<file path="config.mk">
export PLATFORM = sky130hd
export DESIGN_NAME = rr_mux_n
export DESIGN_NICKNAME = d
export VERILOG_FILES = /design/src/rtl/rr_mux_n_pkg.sv /design/src/rtl/rr_mux_n_arbiter.sv /design/src/rtl/rr_mux_n.sv
export SDC_FILE = /design/constraint.sdc
export NUM_CORES = 1
export LEC_CHECK = 0
export BUFFER_PORTS_ARGS = -buffer_cell sky130_fd_sc_hd__buf_2
export CORE_MARGIN = 8
export CORE_UTILIZATION = 42
export DETAILED_ROUTE_END_ITERATION = 6
export GPL_ROUTABILITY_DRIVEN = 0
export GPL_TIMING_DRIVEN = 1
export PLACE_DENSITY = 0.76
export REMOVE_ABC_BUFFERS = 1
export SLEW_MARGIN = 30
export SYNTH_ARGS = -nofsm -noshare
export SYNTH_HDL_FRONTEND = slang
export SYNTH_SLANG_ARGS = --single-unit
</file>
<file path="constraint.sdc">
create_clock -name clk -period 2.7 [get_ports clk]
set_input_delay 0.405 -clock clk [delete_from_list [all_inputs] [get_ports clk]]
set_output_delay 0.405 -clock clk [all_outputs]
set_load 0.02 [all_outputs]
</file>
<file path="src/rtl/rr_mux_n_pkg.sv">
// Shared constants and helpers for the arbitrated N:1 handshake mux.
// Latency: n/a (constants and constant functions only).
// Backpressure: n/a.
package rr_mux_n_pkg;

    localparam int ARB_FIXED = 0;
    localparam int ARB_RR    = 1;

    // Ceiling log2 with a floor of 1, so a select field is never zero bits wide.
    function automatic int clog2(input int n);
        int r;
        int v;
        r = 0;
        v = n - 1;
        while (v > 0) begin
            r = r + 1;
            v = v >> 1;
        end
        if (r == 0) begin
            r = 1;
        end
        return r;
    endfunction

endpackage

</file>
<file path="src/rtl/rr_mux_n_arbiter.sv">
// Request arbiter: fixed priority (lowest index) or round-robin starting at ptr.
// Latency: purely combinational.
// Backpressure: none; grant is a pure function of req and ptr.
module rr_arbiter
    import rr_mux_n_pkg::*;
#(
    parameter int N        = 4,
    parameter int ARB_MODE = ARB_RR,
    parameter int SELW     = clog2(N)
) (
    input  logic [N-1:0]    req,
    input  logic [SELW-1:0] ptr,
    output logic [N-1:0]    grant,
    output logic [SELW-1:0] grant_idx
);

    // Scan N slots starting at the priority origin; the first requester wins.
    // The origin is 0 in fixed mode. Wrapping is by N, so indices >= N are never produced.
    always_comb begin
        int start;
        int idx;
        logic found;
        grant     = '0;
        grant_idx = '0;
        found     = 1'b0;
        idx       = 0;
        start     = (ARB_MODE == ARB_RR) ? int'(ptr) : 0;
        if (start >= N) begin
            start = start - N;
        end
        for (int i = 0; i < N; i++) begin
            idx = start + i;
            if (idx >= N) begin
                idx = idx - N;
            end
            if (!found && req[idx]) begin
                found      = 1'b1;
                grant[idx] = 1'b1;
                grant_idx  = SELW'(idx);
            end
        end
    end

endmodule

</file>
<file path="src/rtl/rr_mux_n.sv">
// N-input W-bit arbitrated mux with valid/ready on every port and a registered output.
// Latency: a beat accepted in cycle t is presented with out_valid in cycle t+1.
// Backpressure: in_ready drops to zero while the output holds an unaccepted beat; the output drains and reloads in the same cycle.
module rr_mux_n
    import rr_mux_n_pkg::*;
#(
    parameter int N        = 4,
    parameter int W        = 8,
    parameter int ARB_MODE = ARB_RR,
    parameter int SELW     = clog2(N)
) (
    input  logic              clk,
    input  logic              rst_n,
    input  logic [N*W-1:0]    in_data,
    input  logic [N-1:0]      in_valid,
    output logic [N-1:0]      in_ready,
    output logic [W-1:0]      out_data,
    output logic              out_valid,
    input  logic              out_ready,
    output logic [SELW-1:0]   out_sel
);

    logic [W-1:0]    out_data_q,  out_data_d;
    logic [SELW-1:0] out_sel_q,   out_sel_d;
    logic            out_valid_q, out_valid_d;
    logic [SELW-1:0] ptr_q,       ptr_d;

    logic [N-1:0]    grant;
    logic [SELW-1:0] grant_idx;
    logic            can_load;
    logic            any_vld;
    logic            xfer;

    rr_arbiter #(
        .N        (N),
        .ARB_MODE (ARB_MODE),
        .SELW     (SELW)
    ) u_arb (
        .req       (in_valid),
        .ptr       (ptr_q),
        .grant     (grant),
        .grant_idx (grant_idx)
    );

    // Handshake: the output slot is free when empty or being drained this cycle.
    // in_ready is held at zero during reset so nothing is accepted mid-reset.
    always_comb begin
        can_load = !out_valid_q || out_ready;
        any_vld  = |in_valid;
        xfer     = can_load && any_vld;
        in_ready = (rst_n && xfer) ? grant : '0;
    end

    // Next-state for the output register and the round-robin pointer.
    always_comb begin
        out_data_d  = out_data_q;
        out_sel_d   = out_sel_q;
        out_valid_d = out_valid_q;
        ptr_d       = ptr_q;
        if (xfer) begin
            out_data_d  = in_data[int'(grant_idx)*W +: W];
            out_sel_d   = grant_idx;
            out_valid_d = 1'b1;
            if (ARB_MODE == ARB_RR) begin
                // Wrap by N rather than 2^SELW so non-power-of-two N stays in range.
                ptr_d = (grant_idx == SELW'(N - 1)) ? '0 : grant_idx + SELW'(1);
            end
        end else if (out_ready) begin
            out_valid_d = 1'b0;
        end
    end

    // State registers; reset discards any in-flight beat.
    always_ff @(posedge clk or negedge rst_n) begin
        if (!rst_n) begin
            out_data_q  <= '0;
            out_sel_q   <= '0;
            out_valid_q <= 1'b0;
            ptr_q       <= '0;
        end else begin
            out_data_q  <= out_data_d;
            out_sel_q   <= out_sel_d;
            out_valid_q <= out_valid_d;
            ptr_q       <= ptr_d;
        end
    end

    assign out_data  = out_data_q;
    assign out_sel   = out_sel_q;
    assign out_valid = out_valid_q;

endmodule
</file>
# Word level (Yosys, flattened, before mapping)
# Cells that the tools add are included.
# word_totals
ff_bits,13
latch_bits,0
ram_bits,0
mem_bits_ro,0
inputBits,39
output_inout_bits,15
elab_cells,84
mem_count,0
# classes
add_sub_neg,8
n_mul,0
div,0
order_cmp,12
eq_ne,1
shift,1
n_mux,39
n_bitwise,3
n_reduce_logical,16
# ops
op,n
$ge A32 B1 Y1 const B,4
$lt A32 B4 Y1 const B,4
$mux W32,4
$ge A32 B4 Y1 const B,3
$sub A32 B4 Y32 const B,3
$shiftx A32 B6 Y8,1
$mux W4,5
$mux W1,17
$or A4 B4 Y4,3
$mux W2,5
$logic_and A1 B1 Y1,9
$bmux W1 S2,4
$demux W1 S2,4
$add A2 B2 Y3 const B,2
$logic_not A1 Y1,4
$reduce_or A4 Y1,1
$sub A2 B3 Y4 const B,1
$add A2 B1 Y3 const B,1
$ge A2 B3 Y1 const B,1
$add A2 B1 Y2 const B,1
$eq A2 B2 Y1 const B,1
$reduce_bool A2 Y1,1
$logic_or A1 B1 Y1,1

# Longest topological paths before layout
# Gate-level depths: netlist (run 1).
# logic_depth
word_depth,17
mapped_depth,10
mapped_depth_nobuf,8

# Cells and area by module
# A second synthesis (run 1) with hierarchy kept.
# unflattened
hier_cells,96
hier_area_um2,1229.9
# by_module_without_submodules
module,n_inst,cells_each,area_per_inst_um2,seq_area_each_um2
rr_mux_n,1,47,773.2,325.3
rr_arbiter,1,49,456.7,0.0

# Worst setup path before layout (run 1)
# OpenSTA, ideal clock, no wires.
# synth_path
path_kind,register to output
start,register ptr_q[0]
end,output in_ready[0]
arrival_time_ns,2.469
required_ns,2.295
path_slack_ns,-0.174
stages_incl_launch_ff,9
path_buffers,1
cell_sequence,dfrtp_1 -> buf_4 -> inv_1 -> ha_1 -> mux4_2 -> a211oi_2 -> a22o_1 -> mux2i_1 -> a21oi_1
# synth_between
elab_chain_len,16
elab_cells_between_ends,64
classes_between,add/sub: 7; order compare: 12; mux: 32; bitwise: 3; reduce/logical: 10
# synth_lines
element,line,text
from (decl),rr_mux_n.sv:26,"logic [SELW-1:0] ptr_q, ptr_d;"
from (signal assigned),rr_mux_n.sv:84,ptr_q <= ptr_d;
branches (longest 14 deep; another with $sub A32 B4 Y32),-,
$mux W4 (*),rr_mux_n_arbiter.sv:36,if (!found && req[idx]) begin
$mux W4 (*),rr_mux_n.sv:51,in_ready = (rst_n && xfer) ? grant : '0;
to (decl),rr_mux_n.sv:16,"output logic [N-1:0] in_ready,"
# Every way passes the cells marked *. The select of a mux whose other input is x is not followed.

# Worst setup path after layout (run 1)
# Ends and elaborated chain as after synthesis.

==> summary.md, run 1 <==
| Metric | Value |
|---|---|
| Crit path capture type | output port |
| Worst slew pin tran | around 0.47 ns |
| Post-layout util | 0.5650 |
| Sequential share of the synthesized area | 0.2829 |
| Area Growth Syn to Fin | 31.99% |
| Clock-pin slew on the worst setup and hold paths | 0.08 ns |
| R2R Path End | out_data[3] |
| Area contributors post-synth | dfrtp_1 28%, mux2i_1 18%, nand2_1 6.5%, o221ai_1 6.1%, ha_1 5.4% |
| Clk_skew | 0.005294 ns |
| Initial DRC count | 77 |
| First-pass GRT wire length | roughly 5100 microns |
| Cell internal pwr | 0.9189 mW |
| Critical path class | flip-flop to output port |
| Initial core utilization | 0.4280 |
| Final WL | between 3000 and 4000 microns |
| Number of synthesized flops with an enable pin | 0 |
| Placed cell count | roughly 210 |
| Tot GR Track Use | 0.1394 |
| CTS tree | yes |
| Ant. Diodes | 0 |
| CP startpoint kind | flip-flop |
| Ports | between 50 and 60 |
| Port Buffers | 53 |
| Dpl ws | -0.0007754 ns |
| Nets@finish | roughly 230 |
| Number of remaining DRC errors | 0 |
| Rel. slew slack | 0.6873 |
| Die Span X | 68.33 microns |
| #FFs+latches synth | 13 |
| Multi-input logic area | between 700 and 800 sq um |
| Largest net degree at the start of global routing | 19 |
| Flop2flop setup slack | 0.51 ns |
| CP max stage delay | roughly 0.54 ns |
| Async SR Flop Fraction | 1.000 |
| Filler Cells Inserted | about 260 |
| Fin area | about 0.0015 sq mm |
| Failing checks | negative hold slack, negative setup slack |
| Clock tree buffer depth | 2 |
| Root Driver | clkbuf_4 |
| NetSw | 0.8176 mW |
| Max-cap violations | 0 |
| DP Area | 0.001441 sq mm |
| Clock share of power | 0.071 |
| Ys flop type | dfrtp_1 |
| Std cell rows | 19 |
| Pleak | 0.7986 nW |
| Power per cell area | 1144 mW/mm^2 |
| Routed Antenna Nets | 0 |
| WP data arrival | roughly 2.3 ns |
| Initial antenna violation count | 0 |
| Detailed placement HPWL | roughly 2600 microns |
| Final worst setup slack | -0.03402 ns |
| VDD IR max | roughly 670 uV |
| Gate power share | 0.739 |
| Reg-to-reg startpoint | ptr_q[0] |
| Power share of the sequential group | 0.190 |
| DR WL/cell | between 15 and 20 microns |
| # clock sinks | 13 |
| Crit-path cells | inv_2 > ha_4 > mux4_2 > a211oi_4 > a22o_1 > mux2i_1 > a21oi_1 > buf_4 |
| Final Hold Slack | -0.002470 ns |
| Critical path peak fanout | 4 |
| Status | finished, violations left |
| Synth warn | 0 |
| Min Clock Period, post-route | 2.734 ns |
| Non-Filler Instances | ~220 |
| Seq. cell area | 325.3 sq um |
| Num CTS Buffers | 3 |
| Synth area leader | dfrtp_1 |
| Final setup viols | 4 |
| Die Span Y | ~70 microns |
| Top-area cell type share of the netlist area | 0.2829 |
| RSZ-0062 raised after global routing | true |
| Sw frac | 0.4708 |
| Vias | roughly 1,200 |
| Htree depth | 1 |
| Peak Freq | approximately 370 MHz |
| Clock latency on the worst-skew pair | around 0.28 ns |
| Req. time, crit path | around 2.3 ns |
| Grt total ovfl | 0 |
| Cts hold-fix bufs | 0 |
| Hold Crit Class | primary input to async pin |
| Via density | approximately 5.6 |
| Post-synthesis cell count | approximately 130 |
| Vias in the first global route | between 1,000 and 1,500 |
| CP max stage cell | mux4_2 |
| Post-Syn Area per Cell | 9.054 sq um |
| Die Footprint | approximately 0.0047 sq mm |
| Slew Limit Fails | 0 |
| Fraction of final layout cells sized beyond drive strength 1 | 0.4130 |
| First-pass DRT Iterations | 4 |
| Period utilisation layout | 1.013 |
| Synth cell types | 35 |
| Netlist Area Pre-Place | about 0.0011 sq mm |
| Fin. Hold Viols | 3 |
| FF-to-FF path depth | 8 |
| Core ar. | ~0.0027 sq mm |
[critical path, delay by kind of cell, from the launching register on]
| family | cells | cell delay [ns] |
|---|---|---|
| AOI/OAI and AO/OA | 3 | 0.58 |
| buffers and inverters | 2 | 0.22 |
| adders and majority gates | 1 | 0.27 |
| DFF | 1 | 0.37 |
| muxes | 2 | 0.61 |
[metrics by stage]
stage               power (mW)  hold WS, ns    TNS (ns)
floorplan                1.201       0.1094      -2.489
global placement         1.484       0.3063           0
global route             1.875     0.009073     -0.5332
CTS                      1.743     0.003135    -0.08670
detailed placement       1.535       0.3141  -0.0007754
finish                   1.737    -0.002470     -0.1013
[state kept, by name, summed over array words and instances, names as in the netlist]
register / flops
ptr_q: 2
out_valid: 1
out_data: 8
out_sel: 2
[Yosys cell counts, types with 3 or more instances]
library cell,number
ha_1,5
nor2_1,9
nand2_1,20
a22o_1,4
inv_1,4
mux2i_1,21
o221ai_1,8
buf_2,3
a21oi_1,8
o21ai_1,3
nand2b_1,4
dfrtp_1,13
[metal layers]
layer | up-vias | wire (microns) | part of all wire | track usage
met5 | - | 0 | 0 | 0
met4 | 0 | 30 | 0.0092 | 0.04092
met3 | 5 | 307 | 0.094 | 0.04092
met2 | 56 | 1532 | 0.47 | 0.2474
met1 | 557 | 1384 | 0.43 | 0.1574
li1 | 577 | - | - | -
[worst max path at each step]
stage	slack, ns	to	start	cells after the start
after floorplan	-0.23	in_ready[0]	ptr_q[0]	7
after global placement	0.13	in_ready[3]	ptr_q[0]	8
after detailed placement	-0.0008	in_ready[1]	ptr_q[0]	8
after CTS	-0.03	in_ready[1]	ptr_q[0]	8
after global routing	-0.15	in_ready[2]	ptr_q[0]	8
final	-0.03	in_ready[0]	ptr_q[0]	8
[layout by cell type (no fill, tap or decap)]
cell type / instances
a211oi_4: 1
a21o_1: 2
a21oi_1: 7
a21oi_2: 1
a221oi_1: 1
a22o_1: 4
a32oi_1: 1
and2b_1: 1
and3_1: 1
buf_2: 49
buf_4: 12
clkbuf_4: 3
clkinv_2: 1
dfrtp_1: 13
ha_1: 4
ha_4: 1
inv_1: 2
inv_2: 2
mux2_2: 1
mux2i_1: 21
mux4_2: 1
nand2_1: 20
nand2_2: 1
nand2b_1: 4
nand3_1: 1
nand3b_1: 1
nor2_1: 9
o21ai_1: 2
o21ai_2: 1
o221ai_1: 8
o22a_1: 1
o22ai_1: 1
o2bb2ai_1: 2
o311a_1: 1
o31ai_2: 1
or2_2: 1
xor2_1: 1
[area by class of cell]
cell class | instances | area share
repair buffers | 61 | 0.2209
clock buffers | 3 | 0.01484
clock inverters | 1 | 0.003298
well taps | 31 | 0.02556
flip-flops and latches | 13 | 0.2143
inverters | 4 | 0.009893
multi-input cells | 102 | 0.5111
[kinds of logic after synthesis]
kind of cell,count (synthesis),synth area share
muxes,23,0.2122
buffers and inverters,12,0.06637
xor gates and xnor gates,1,0.007618
AOI/OAI and AO/OA,34,0.2263
adders and majority gates,5,0.05441
DFF,13,0.2829
and+or+nand+nor,39,0.1502
[timing repair]
item / in CTS / in global routing
gates resized for setup: 8 / 1
setup buffers: 2 / 0
endpoints found under the setup margin: 4 / 4
pin swaps: 10 / 2
[power groups by stage]
stage               sequential (mW)  clock (mW)  combinational, mW
floorplan                     0.450           0              0.751
global placement              0.326           0               1.16
detailed placement            0.329           0               1.21
CTS                           0.331       0.127               1.29
global route                  0.341       0.134               1.40
finish                        0.331       0.122               1.28
(Power assumes the default switching activity.)
==> inputs of run 2 (changes only) <==
CORE_UTILIZATION = 50   (was 42)
PLACE_DENSITY = 0.85   (was 0.76)
clock period = 3.3 ns   (was 2.7 ns; I/O delays follow)
==> run 2 against run 1 <==
The flow now finishes without violations. Sequential share of layout area is 0.86 points higher. Highest routed layer unchanged. Register-to-register slack better by 0.64 ns. Global-route usage is 1.3 points higher. Critical path depth stayed put.
==> summary.md, run 2 (synthesis results as in run 1) <==
| Metric | Value |
|---|---|
| Slew Limit Fails | 0 (unchanged) |
| Req. time, crit path | 2.80 ns (was 2.30 ns) |
| Vias in the first global route | 1,234 (was 1,243) |
| Ports | 54 (unchanged) |
| Worst slew pin tran | 0.4558 ns (was 0.4659 ns) |
| Max-cap violations | 0 (unchanged) |
| Via density | 5.611 (was 5.558) |
| CTS tree | yes (unchanged) |
| Seq. cell area | 325.3 sq um (unchanged) |
| Non-Filler Instances | 208 (was 215) |
| VDD IR max | 555.2 uV (was 672.3 uV) |
| R2R Path End | out_data[3] (unchanged) |
| Crit path capture type | output port (unchanged) |
| Final setup viols | 0 (was 4) |
| Htree depth | 1 (unchanged) |
| Gate power share | 0.723 (was 0.739) |
| Post-layout util | 0.6659 (was 0.5650) |
| Period utilisation layout | 0.9636 |
| Min Clock Period, post-route | roughly 3.2 ns |
| Number of remaining DRC errors | 0 (unchanged) |
| Initial core utilization | 0.5248 (was 0.4280) |
| Die Span Y | 63.96 microns (was 68.33 microns) |
| Clock-pin slew on the worst setup and hold paths | 0.08 ns (about the same) |
| Critical path class | flip-flop to output port (unchanged) |
| RSZ-0062 raised after global routing | false (was true) |
| Reg-to-reg startpoint | ptr_q[0] (unchanged) |
| Initial DRC count | 30 (was 77) |
| Nets@finish | 225 (was 229) |
| DR WL/cell | 15.43 microns (was 15.14 microns) |
| Clk_skew | 0.004152 ns (was 0.005294 ns) |
| Clock tree buffer depth | 2 (unchanged) |
| Core ar. | 0.002191 sq mm (was 0.002686 sq mm) |
| Commonest non-fill, non-tap cell in the layout | buf_2 (unchanged) |
| Crit path to | in_ready[1] (was in_ready[0]) |
| Largest register FFs | 8 (unchanged) |
| Rel. slew slack | 0.6941 (was 0.6873) |
| # clock sinks | 13 (unchanged) |
| Fraction of final layout cells sized beyond drive strength 1 | 0.3778 (was 0.4130) |
| Pleak | 0.7770 nW (was 0.7986 nW) |
| Ant. Diodes | 0 (unchanged) |
| FF-to-FF path depth | 8 (unchanged) |
| Area Growth Syn to Fin | 26.88% (was 31.99%) |
| Std cell rows | 17 (was 19) |
| Largest net degree at the start of global routing | 19 (unchanged) |
| Grt total ovfl | 0 (unchanged) |
| NetSw | 0.6547 mW (was 0.8176 mW) |
| First-pass GRT wire length | 5133 microns (was 5140 microns) |
| Sw frac | 0.4816 (was 0.4708) |
| Critical path peak fanout | 5 (was 4) |
| CP Launch Point | ptr_q[1] (was ptr_q[0]) |
| Power share of the sequential group | 0.199 (was 0.190) |
| Multi-input logic area | 762.0 sq um (was 775.7 sq um) |
| Tot GR Track Use | 0.1520 (was 0.1394) |
| Flop2flop setup slack | 1.15 ns (was 0.51 ns) |
| Clock latency on the worst-skew pair | 0.29 ns (was 0.28 ns) |
| Vias | 1,167 (was 1,195) |
| Root Driver | clkbuf_4 (unchanged) |
| CP startpoint kind | flip-flop (unchanged) |
| Clock share of power | 0.077 (was 0.071) |
| Detailed placement HPWL | 2513 microns (was 2612 microns) |
| Placed cell count | 204 (was 209) |
| Power Total | 1.360 mW (was 1.737 mW) |
| Final WL | 3209 microns (was 3255 microns) |
| Final worst setup slack | 0.1200 ns (was -0.03402 ns) |
| Dpl ws | 0.4463 ns (was -0.0007754 ns) |
| Initial antenna violation count | 0 (unchanged) |
| Cell internal pwr | 0.7048 mW (was 0.9189 mW) |
| Die Footprint | 0.004090 sq mm (was 0.004668 sq mm) |
| Final TNS setup | 0 ns (was -0.1013 ns) |
| First-pass DRT Iterations | 4 (unchanged) |
| Status | completed (was finished, violations left) |
| Num CTS Buffers | 3 (unchanged) |
| Filler Cells Inserted | 179 (was 258) |
| WP data arrival | 2.69 ns (was 2.33 ns) |
| Fin area | 0.001459 sq mm (was 0.001518 sq mm) |
| Hold Crit Class | primary input to async pin (unchanged) |
| DP Area | 0.001423 sq mm (was 0.001441 sq mm) |
| Peak Freq | approximately 310 MHz |
| Routed Antenna Nets | 0 (unchanged) |
| Fin. Hold Viols | 0 (was 3) |
| Die Span X | 63.96 microns (was 68.33 microns) |
| Final Hold Slack | 0.07832 ns (was -0.002470 ns) |
| Power per cell area | 931.9 mW/mm^2 (was 1144 mW/mm^2) |
| Commonest non-fill, non-tap cells in the layout | 53 x buf_2, 21 x mux2i_1, 20 x nand2_1, 13 x dfrtp_1, 9 x nor2_1 (was 49 x buf_2, 21 x mux2i_1, 20 x nand2_1, 13 x dfrtp_1, 12 x buf_4) |
| Port Buffers | 53 (unchanged) |
-- run 2: cell count changes in the layout (fill, tap and decap cells not counted), sizes merged --
cell    change
clkbuf      +1
clkinv      -1
buf         -4
-- run 2: routing by layer --
metal / wire [microns] / up-vias / share of wire / track usage
li1: - / 576 / - / -
met1: 1319 / 529 / 0.41 / 0.1624
met2: 1599 / 55 / 0.50 / 0.2622
met3: 223 / 7 / 0.069 / 0.05575
met4: 66 / 0 / 0.021 / 0.06685
met5: 0 / - / 0 / 0
-- run 2: worst max-delay path, stage by stage (launching register included) --
cell and delay [ns]:
dfrtp_1 0.35, inv_1 0.12, ha_2 0.41, mux4_2 0.60
a211oi_4 0.31, a22o_1 0.17, mux2i_1 0.07, a21oi_1 0.18
buf_2 0.19
-- run 2: layout make-up --
cell class | count | area share
tap | 28 | 0.02401
clock buffer | 4 | 0.01801
inverter | 4 | 0.01029
multi-input combinational | 102 | 0.5223
sequential | 13 | 0.2230
timing repair buffer | 57 | 0.2024
-- run 2: what timing repair did --
action                                 4_1_cts  5_1_grt
endpoints found under the hold margin        0        0
buffers inserted                             0        0
resized for setup                            0        2
hold buffers                                 0        0
setup endpoints to repair                    0        2
-- run 2: worst min-delay path by stage --
stage	from	slack (ns)	endpoint
2_1_floorplan	rst_n	0.20	out_data[0]
3_3_place_gp	rst_n	0.40	out_data[5]
3_5_place_dp	rst_n	0.41	out_data[5]
4_1_cts	rst_n	0.1	out_data[5]
5_1_grt	rst_n	0.09	out_data[5]
6_report	rst_n	0.08	out_data[1]
-- run 2: power groups by stage --
| stage | Clock (mW) | Combinational (mW) | Sequential, mW |
|---|---|---|---|
| after floorplan | 0 | 0.614 | 0.368 |
| after global placement | 0 | 0.922 | 0.267 |
| after detailed placement | 0 | 0.966 | 0.269 |
| after CTS | 0.104 | 0.966 | 0.270 |
| after global routing | 0.111 | 1.07 | 0.276 |
| final | 0.105 | 0.983 | 0.271 |
